[src/rtl/read_tick_sequencer_pkg.sv]
// Shared definitions for the read-clock paced memory read sequencer.
//   - FSM state encodings (2-bit) used by read_tick_sequencer.
//   - Upper limit on memory latency and the matching wait-counter width.
package read_tick_sequencer_pkg;

    // Longest memory latency the block supports. One READ_CLK period is 64 system
    // cycles, so this limit keeps a read finished before the next tick.
    localparam int unsigned MaxMemLatency = 32;

    // Wide enough to hold MaxMemLatency - 1.
    localparam int unsigned CntWidth = $clog2(MaxMemLatency);

    localparam logic [1:0] IDLE  = 2'd0;
    localparam logic [1:0] ARMED = 2'd1;
    localparam logic [1:0] ISSUE = 2'd2;
    localparam logic [1:0] WAIT  = 2'd3;

endpackage

[src/rtl/read_clk_edge_detect.sv]
// Rising-edge detector for the divided read clock, which arrives as a plain data
// signal in the system clock domain.
//   clk_i      system clock
//   rst_i      asynchronous active-high reset
//   read_clk_i divided read clock, sampled as data
//   tick_o     one-cycle pulse per rising edge of read_clk_i
module read_clk_edge_detect (
    input  logic clk_i,
    input  logic rst_i,
    input  logic read_clk_i,
    output logic tick_o
);

    logic s1_q;
    logic s2_q;
    logic s3_q;

    // s1/s2 synchronise, s3 holds the previous value. All reset to 1 so a read
    // clock that is already high when reset drops does not produce a tick; it
    // has to be seen low first.
    always_ff @(posedge clk_i or posedge rst_i) begin
        if (rst_i) begin
            s1_q <= 1'b1;
            s2_q <= 1'b1;
            s3_q <= 1'b1;
        end else begin
            s1_q <= read_clk_i;
            s2_q <= s1_q;
            s3_q <= s2_q;
        end
    end

    assign tick_o = s2_q & ~s3_q;

endmodule

[src/rtl/read_tick_sequencer.sv]
// Turns the divided read clock into paced single-word memory reads.
// A request is latched in IDLE, waits for the next read-clock tick, issues a
// one-cycle read strobe, waits MEM_LATENCY cycles, then returns the word with a
// one-cycle valid pulse.
//   IN_50Mhz    system clock
//   RESET       asynchronous active-high reset
//   READ_CLK    divided read clock (treated as data)
//   REQ         read request, only accepted in IDLE
//   REQ_ADDR    request address, latched on acceptance
//   OVERRUN_CLR clears OVERRUN (loses to a simultaneous set)
//   MEM_DATA    memory read data
//   MEM_ADDR    latched address
//   MEM_RD      one-cycle read strobe
//   DATA_OUT    last captured word
//   DATA_VALID  one-cycle pulse with a new DATA_OUT
//   BUSY        high outside IDLE
//   TICK        one-cycle pulse per READ_CLK rising edge
//   OVERRUN     sticky flag: request arrived while busy and was dropped
module read_tick_sequencer
    import read_tick_sequencer_pkg::*;
#(
    parameter int unsigned ADDR_WIDTH  = 8,
    parameter int unsigned DATA_WIDTH  = 16,
    parameter int unsigned MEM_LATENCY = 2
) (
    input  logic                  IN_50Mhz,
    input  logic                  RESET,
    input  logic                  READ_CLK,
    input  logic                  REQ,
    input  logic [ADDR_WIDTH-1:0] REQ_ADDR,
    input  logic                  OVERRUN_CLR,
    input  logic [DATA_WIDTH-1:0] MEM_DATA,
    output logic [ADDR_WIDTH-1:0] MEM_ADDR,
    output logic                  MEM_RD,
    output logic [DATA_WIDTH-1:0] DATA_OUT,
    output logic                  DATA_VALID,
    output logic                  BUSY,
    output logic                  TICK,
    output logic                  OVERRUN
);

    logic [1:0]            state_q, state_d;
    logic [ADDR_WIDTH-1:0] addr_q, addr_d;
    logic [DATA_WIDTH-1:0] data_q, data_d;
    logic [CntWidth-1:0]   cnt_q, cnt_d;
    logic                  valid_q, valid_d;
    logic                  overrun_q, overrun_d;
    logic                  tick;
    logic                  busy;

    read_clk_edge_detect u_edge (
        .clk_i      (IN_50Mhz),
        .rst_i      (RESET),
        .read_clk_i (READ_CLK),
        .tick_o     (tick)
    );

    assign busy = (state_q != IDLE);

    always_comb begin
        state_d = state_q;
        addr_d  = addr_q;
        data_d  = data_q;
        cnt_d   = cnt_q;
        valid_d = 1'b0;
        case (state_q)
            IDLE: begin
                if (REQ) begin
                    addr_d  = REQ_ADDR;
                    state_d = ARMED;
                end
            end
            ARMED: begin
                // Only ticks sampled after acceptance count, since IDLE ignores them.
                if (tick) begin
                    state_d = ISSUE;
                end
            end
            ISSUE: begin
                // Strobe is sampled by memory at the edge leaving ISSUE, so the
                // counter starts one short of the full latency.
                cnt_d   = CntWidth'(MEM_LATENCY - 1);
                state_d = WAIT;
            end
            WAIT: begin
                if (cnt_q == '0) begin
                    data_d  = MEM_DATA;
                    valid_d = 1'b1;
                    state_d = IDLE;
                end else begin
                    cnt_d = cnt_q - CntWidth'(1);
                end
            end
            default: state_d = IDLE;
        endcase
    end

    // Set wins over clear so a back-to-back overrun is never lost.
    always_comb begin
        overrun_d = overrun_q;
        if (REQ && busy) begin
            overrun_d = 1'b1;
        end else if (OVERRUN_CLR) begin
            overrun_d = 1'b0;
        end
    end

    always_ff @(posedge IN_50Mhz or posedge RESET) begin
        if (RESET) begin
            state_q   <= IDLE;
            addr_q    <= '0;
            data_q    <= '0;
            cnt_q     <= '0;
            valid_q   <= 1'b0;
            overrun_q <= 1'b0;
        end else begin
            state_q   <= state_d;
            addr_q    <= addr_d;
            data_q    <= data_d;
            cnt_q     <= cnt_d;
            valid_q   <= valid_d;
            overrun_q <= overrun_d;
        end
    end

    assign MEM_ADDR   = addr_q;
    assign MEM_RD     = (state_q == ISSUE);
    assign DATA_OUT   = data_q;
    assign DATA_VALID = valid_q;
    assign BUSY       = busy;
    assign TICK       = tick;
    assign OVERRUN    = overrun_q;

endmodule

[config.mk]
export PLATFORM = sky130hd
export DESIGN_NAME = read_tick_sequencer
export DESIGN_NICKNAME = d
export VERILOG_FILES = /design/src/rtl/read_tick_sequencer_pkg.sv /design/src/rtl/read_clk_edge_detect.sv /design/src/rtl/read_tick_sequencer.sv
export SDC_FILE = /design/constraint.sdc
export NUM_CORES = 1
export LEC_CHECK = 0
export CORE_ASPECT_RATIO = 1.1
export CORE_MARGIN = 2
export CORE_UTILIZATION = 44
export CTS_BUF_LIST = sky130_fd_sc_hd__clkbuf_4
export CTS_CLUSTER_SIZE = 24
export DETAILED_ROUTE_END_ITERATION = 7
export PLACE_DENSITY = 0.77
export SLEW_MARGIN = 10
export SYNTH_ARGS = -nofsm -noshare
export SYNTH_HDL_FRONTEND = slang
export SYNTH_SLANG_ARGS = --single-unit
[constraint.sdc]
create_clock -name IN_50Mhz -period 2.5 [get_ports IN_50Mhz]
set_input_delay 0.5 -clock IN_50Mhz [delete_from_list [all_inputs] [get_ports IN_50Mhz]]
set_output_delay 0.5 -clock IN_50Mhz [all_outputs]
set_load 0.02 [all_outputs]
==> out/results.tsv, run 1 <==
metric	value	unit
Post-synth ARST share	100	%
status	completed	
first-pass GRT wire length	4920	um
final WL	2850	um
routability cong.	0.732	
sequential share of the synthesized area	61.4	%
clk_skew	0.0153	ns
Setup TNS	0	ns
number of antenna diodes	0	
Max Cap Violations	0	
Worst Reg-to-Reg Cells	5	
slew margin rel.	69.4	%
met3 Use GR	6.79	%
EDFF count, synth	0	
worst-path fanout max	2	
final worst-path cycle share	92.4	%
GR Util met2	29.0	%
Syn Nets	137	
drt via density	5.13	
GR Util met1	19.0	%
chip height	64.7	um
clk slew on worst S/H paths	0.10	ns
Pre-antenna DRT Iters	4	
Area Growth Syn to Fin	46.6	%
Post-Syn Instances	102	
layout cell share with drive strength beyond 1	25.0	%
CTS-repair resized insts	0	
clk_lat worst skew	0.34	ns
# hold bufs at CTS	0	
CTS max path bufs	2	
initial core utilization	45.0	%
Most used DFF post-synth	dfrtp_1	
design area	2160	um2
total global routing overflow	0	
LEAKAGE	0.960	nW
Cell Area, Synth	1470	um2
measured slew at the worst slew-check pin	0.460	ns
Post-Place Cell Area	2100	um2
Detail Placement HPWL	2240	um
core area	3280	um2
largest vdd supply drop	0.710	mV
CTS Root Buffer Type	clkbuf_4	
Total Power	2.67	mW
Critical Path End Type	output port	
Most Used Layer, Global Route	met2	
pin count of the biggest net entering global routing	29	
Critical Path AT	1.81	ns
post-CTS setup buffer count	0	
post-synth cell types	22	
die width	59.2	um
drt initial violations	26	
worst hold margin	0.365	ns
initial antenna violation count	0	
DRC errors left	0	
number of buffers created by CTS	5	
min-delay worst type	reg2reg	
critical path type	reg2out	
row cnt	22	
Startpoint Class	register	
RSZ-0062 raised after global routing	no	
worst hold path depth	0	
pins over their slew limit	0	
Max Fclk	433	MHz
Final min period	2.31	ns
fin util	65.9	%
Crit path required time	2.00	ns
share of the synthesized area in the top cell type	56.1	%
Die Area	3830	um2
Synth top cells by count	33 x dfrtp_1, 25 x mux2_2, 9 x inv_1	
Port Buffers	57	
Routed WL per cell	13.9	um
vias in the first global route	1116	
Synthesis Warnings	0	
Power Density	1240	nW/um2
GRT Total Usage	17.5	%
Final #Nets	202	
Final Hold Fails	0	
total of flip-flops plus latches after synthesis	36	
Syn Area/Cell	14.4	um2
Ports	58	
Vias	1047	
TritonCTS clock tree	built	
final setup violation count	0	
cell taking the most area after synthesis	dfrtp_1	
top post-synthesis cells by area	dfrtp_1 56%, mux2_2 19%, dfstp_2 5.4%, ha_1 5.1%, inv_1 2.3%	
Num Clock Sinks	36	
H-tree Lvls	2	
final antenna-violating net count	0	
cell with the most instances after synthesis	dfrtp_1	
## per-layer routing
metal / vias to the layer above / part of all wire (%)
met1: 510 / 38
met4: 0 / 2.7
li1: 485 / -
met5: - / 0
met2: 42 / 51
met3: 10 / 8.7
## cells in the final DEF, fill, tap and decap left out, types with 2 or more instances in the layout
cell type	netlist	layout
buf_4	0	2
clkbuf_4	0	7
clkdlybuf4s50_1	0	57
dfrtp_1	33	33
dfstp_2	3	3
ha_1	6	6
inv_1	9	9
mux2_2	25	25
mux2i_1	2	2
nand2_1	4	4
nand2b_1	2	2
nor2_1	2	2
o21ai_0	4	4
## state kept, by name, indices dropped and copies added (netlist names)
register and flops:
DATA_OUT 16, DATA_VALID 1, MEM_ADDR 8, OVERRUN 1, cnt_q 5, state_q 2
u_edge.s1_q 1, u_edge.s2_q 1, u_edge.s3_q 1
## final cells by class
class                           instances  area [um2]
Multi-Input combinational cell         56         529
Inverter                                9        33.8
Sequential cell                        36         905
Clock inverter                          1        8.76
Tap cell                               36        45.0
Clock buffer                            7        52.6
Fill cell                             268        1120
Timing Repair Buffer                   59         586
## kinds of logic after synthesis
| kind of cell | Yosys count | share of synthesized area (%) |
|---|---|---|
| muxes | 28 | 21.2 |
| DFF | 36 | 61.4 |
| buffers and inverters | 10 | 2.63 |
| and+or+nand+nor | 15 | 6.54 |
| adders and majority gates | 6 | 5.10 |
| AOI/OAI and AO/OA | 7 | 3.06 |
## where the power goes
part	internal [mW]	switching, mW	total, mW
logic	0.742	0.642	1.38
registers	0.834	0.133	0.967
clock network	0.135	0.182	0.317
## metrics by stage
step                cells  worst slack, ns
global route          204            0.119
floorplan             102            0.589
global placement      196            0.537
finish                204            0.189
detailed placement    196            0.457
CTS                   204            0.171
## final timing paths
| check | slack (ns) | start | endpoint |
|---|---|---|---|
| worst max-delay path | 0.19 | u_edge.s2_q$_DFF_PP1_ | TICK |
| worst min-delay path | 0.36 | u_edge.s1_q$_DFF_PP1_ | u_edge.s2_q$_DFF_PP1_ |
| worst max register to register | 0.43 | cnt_q[0]$_DFFE_PP0P_ | state_q[1]$_DFFE_PP0P_ |
| worst min register to register | 0.36 | u_edge.s1_q$_DFF_PP1_ | u_edge.s2_q$_DFF_PP1_ |
| max in group asynchronous | 1.39 | RESET | u_edge.s3_q$_DFF_PP1_ |
| min in group asynchronous | 0.40 | RESET | DATA_OUT[13]$_DFFE_PP0P_ |
## critical path, stage by stage (launching register included)
cell and delay (ns):
dfstp_2 0.54, or2b_2 0.30, inv_1 0.05, clkdlybuf4s50_1 0.59
Note: power is estimated with default switching activity, not from simulation.
==> inputs of run 2 (changes only) <==
--- a/config.mk
+++ b/config.mk
@@ -5,13 +5,15 @@
 export SDC_FILE = /design/constraint.sdc
 export NUM_CORES = 1
 export LEC_CHECK = 0
+export CELL_PAD_IN_SITES_DETAIL_PLACEMENT = 1
+export CELL_PAD_IN_SITES_GLOBAL_PLACEMENT = 2
 export CORE_ASPECT_RATIO = 1.1
 export CORE_MARGIN = 2
-export CORE_UTILIZATION = 44
+export CORE_UTILIZATION = 29
 export CTS_BUF_LIST = sky130_fd_sc_hd__clkbuf_4
 export CTS_CLUSTER_SIZE = 24
 export DETAILED_ROUTE_END_ITERATION = 7
-export PLACE_DENSITY = 0.77
+export PLACE_DENSITY = 0.78
 export SLEW_MARGIN = 10
 export SYNTH_ARGS = -nofsm -noshare
 export SYNTH_HDL_FRONTEND = slang
==> out/results.tsv, run 2 (synthesized netlist as in run 1, its figures left out) <==
metric	value	unit	change
flop2flop setup slack	0.43	ns	about the same
most frequent cells in the layout	57 x clkdlybuf4s50_1, 33 x dfrtp_1, 25 x mux2_2		
min-delay worst type	reg2reg		
pins over their slew limit	0		unchanged
routability cong.	0.746		+1.8%
CTS max path bufs	2		unchanged
layout cell share with drive strength beyond 1	25.0	%	unchanged
pin count of the biggest net entering global routing	37		+28%
number of antenna diodes	0		unchanged
CP cell instances	or2b_2 -> inv_1 -> clkdlybuf4s50_1		
Largest register FFs	16		unchanged
clk_lat worst skew	0.34	ns	about the same
slew margin rel.	66.6	%	-2.8 points
Worst Reg-to-Reg Cells	5		unchanged
H-tree Lvls	2		unchanged
Num Clock Sinks	36		unchanged
leading cell type in the layout, fill and taps excluded	clkdlybuf4s50_1		
initial core utilization	29.7	%	-15 points
Critical Path End Type	output port		
Final min period	2.35	ns	+0.0403 ns
Detail Placement HPWL	2520	um	+13%
Final Hold Fails	0		unchanged
Final #Nets	202		unchanged
Max Cap Violations	0		unchanged
CTS-repair resized insts	0		unchanged
Routed WL per cell	14.6	um	+4.6%
Port Buffers	57		unchanged
Pre-antenna DRT Iters	4		unchanged
Power Density	1230	nW/um2	-0.35%
# hold bufs at CTS	0		unchanged
Worst R2R End	state_q[1]$_DFFE_PP0P_		
Non-Filler Instances	226		+11%
CP endpoint	TICK		
GRT Total Usage	13.4	%	-4.1 points
worst-path fanout max	2		unchanged
CP Buf/Inv Count	2		unchanged
clk slew on worst S/H paths	0.12	ns	+0.02 ns
RSZ-0062 raised after global routing	no		
Max Fclk	425	MHz	-1.7%
Crit path required time	2.00	ns	about the same
drt via density	4.63		-9.8%
total global routing overflow	0		unchanged
Critical Path AT	1.85	ns	+0.04 ns
core area	4970	um2	+52%
Startpoint Class	register		
Ports	58		unchanged
initial antenna violation count	0		unchanged
largest vdd supply drop	0.493	mV	-31%
row cnt	27		+23%
crit path from	u_edge.s2_q$_DFF_PP1_		
clk_skew	0.0144	ns	-0.000829 ns
final antenna-violating net count	0		unchanged
final setup violation count	0		unchanged
number of buffers created by CTS	5		unchanged
Vias	1046		-0.096%
Crit-path slowest cell	clkdlybuf4s50_1		
max incr delay on CP	0.60	ns	about the same
Total Power	2.69	mW	+0.92%
die width	71.9	um	+22%
LEAKAGE	0.960	nW	unchanged
DRC errors left	0		unchanged
post-CTS setup buffer count	0		unchanged
worst flop-to-flop path startpoint	cnt_q[0]$_DFFE_PP0P_		
Setup TNS	0	ns	unchanged
final WL	3300	um	+16%
placed insts	218		+11%
CTS Root Buffer Type	clkbuf_4		
chip height	78.7	um	+22%
status	completed		
TritonCTS clock tree	built		
critical path type	reg2out		
drt initial violations	35		+35%
Crit path depth	3		unchanged
measured slew at the worst slew-check pin	0.501	ns	+0.0413 ns
vias in the first global route	1196		+7.2%
cell family with most CP delay	buffers and inverters		
Die Area	5660	um2	+48%
Area Growth Syn to Fin	48.5	%	
first-pass GRT wire length	5680	um	+15%
final worst-path cycle share	94.0	%	+1.6 points
[run 2: final cells by class]
class | count | area [um2]
Fill cell | 525 | 2780
Sequential cell | 36 | 905
Timing Repair Buffer | 59 | 586
Multi-Input combinational cell | 56 | 529
Tap cell | 58 | 72.6
Clock buffer | 7 | 52.6
Inverter | 9 | 33.8
Clock inverter | 1 | 8.76
[run 2: through the flow]
| step | util (%) | setup WS (ns) | area, um2 | hold WS (ns) |
|---|---|---|---|---|
| final | 44.0 | 0.149 | 2190 | 0.360 |
| after global routing | 44.0 | 0.0761 | 2190 | 0.365 |
| after CTS | 44.0 | 0.0970 | 2190 | 0.361 |
| after detailed placement | 42.8 | 0.414 | 2130 | 0.351 |
| after global placement | 42.8 | 0.522 | 2130 | 0.347 |
| after floorplan | - | 0.589 | 1470 | 0.345 |
[run 2: worst reg2reg max path: stages (launching register included)]
cell and delay (ns):
dfrtp_1 0.41, inv_1 0.10, ha_1 0.22, or4b_4 0.48, a222oi_1 0.41, mux2_1 0.37
[run 2: worst min path at each step]
stage,from,to,slack (ns),cells after the start
2_1_floorplan,u_edge.s1_q$_DFF_PP1_,u_edge.s2_q$_DFF_PP1_,0.35,0
3_3_place_gp,u_edge.s1_q$_DFF_PP1_,u_edge.s2_q$_DFF_PP1_,0.35,0
3_5_place_dp,u_edge.s1_q$_DFF_PP1_,u_edge.s2_q$_DFF_PP1_,0.35,0
4_1_cts,u_edge.s1_q$_DFF_PP1_,u_edge.s2_q$_DFF_PP1_,0.36,0
5_1_grt,u_edge.s1_q$_DFF_PP1_,u_edge.s2_q$_DFF_PP1_,0.36,0
6_report,u_edge.s1_q$_DFF_PP1_,u_edge.s2_q$_DFF_PP1_,0.36,0
[run 2: layer usage]
metal / vias up / share of wire (%) / GRT usage (%) / routed length (um)
li1: 480 / - / - / -
met1: 520 / 37 / 13.7 / 1220
met2: 41 / 50 / 22.2 / 1660
met3: 5 / 11 / 7.23 / 350
met4: 0 / 2.1 / 6.23 / 68
met5: - / 0 / 0 / 0
[run 2: power breakdown]
part	switching, mW	leakage, nW	total, mW	internal [mW]
Sequential	0.140	0.432	0.973	0.833
Clock	0.197	0.0363	0.332	0.135
Combinational	0.645	0.491	1.39	0.742
Total	0.982	0.960	2.69	1.71
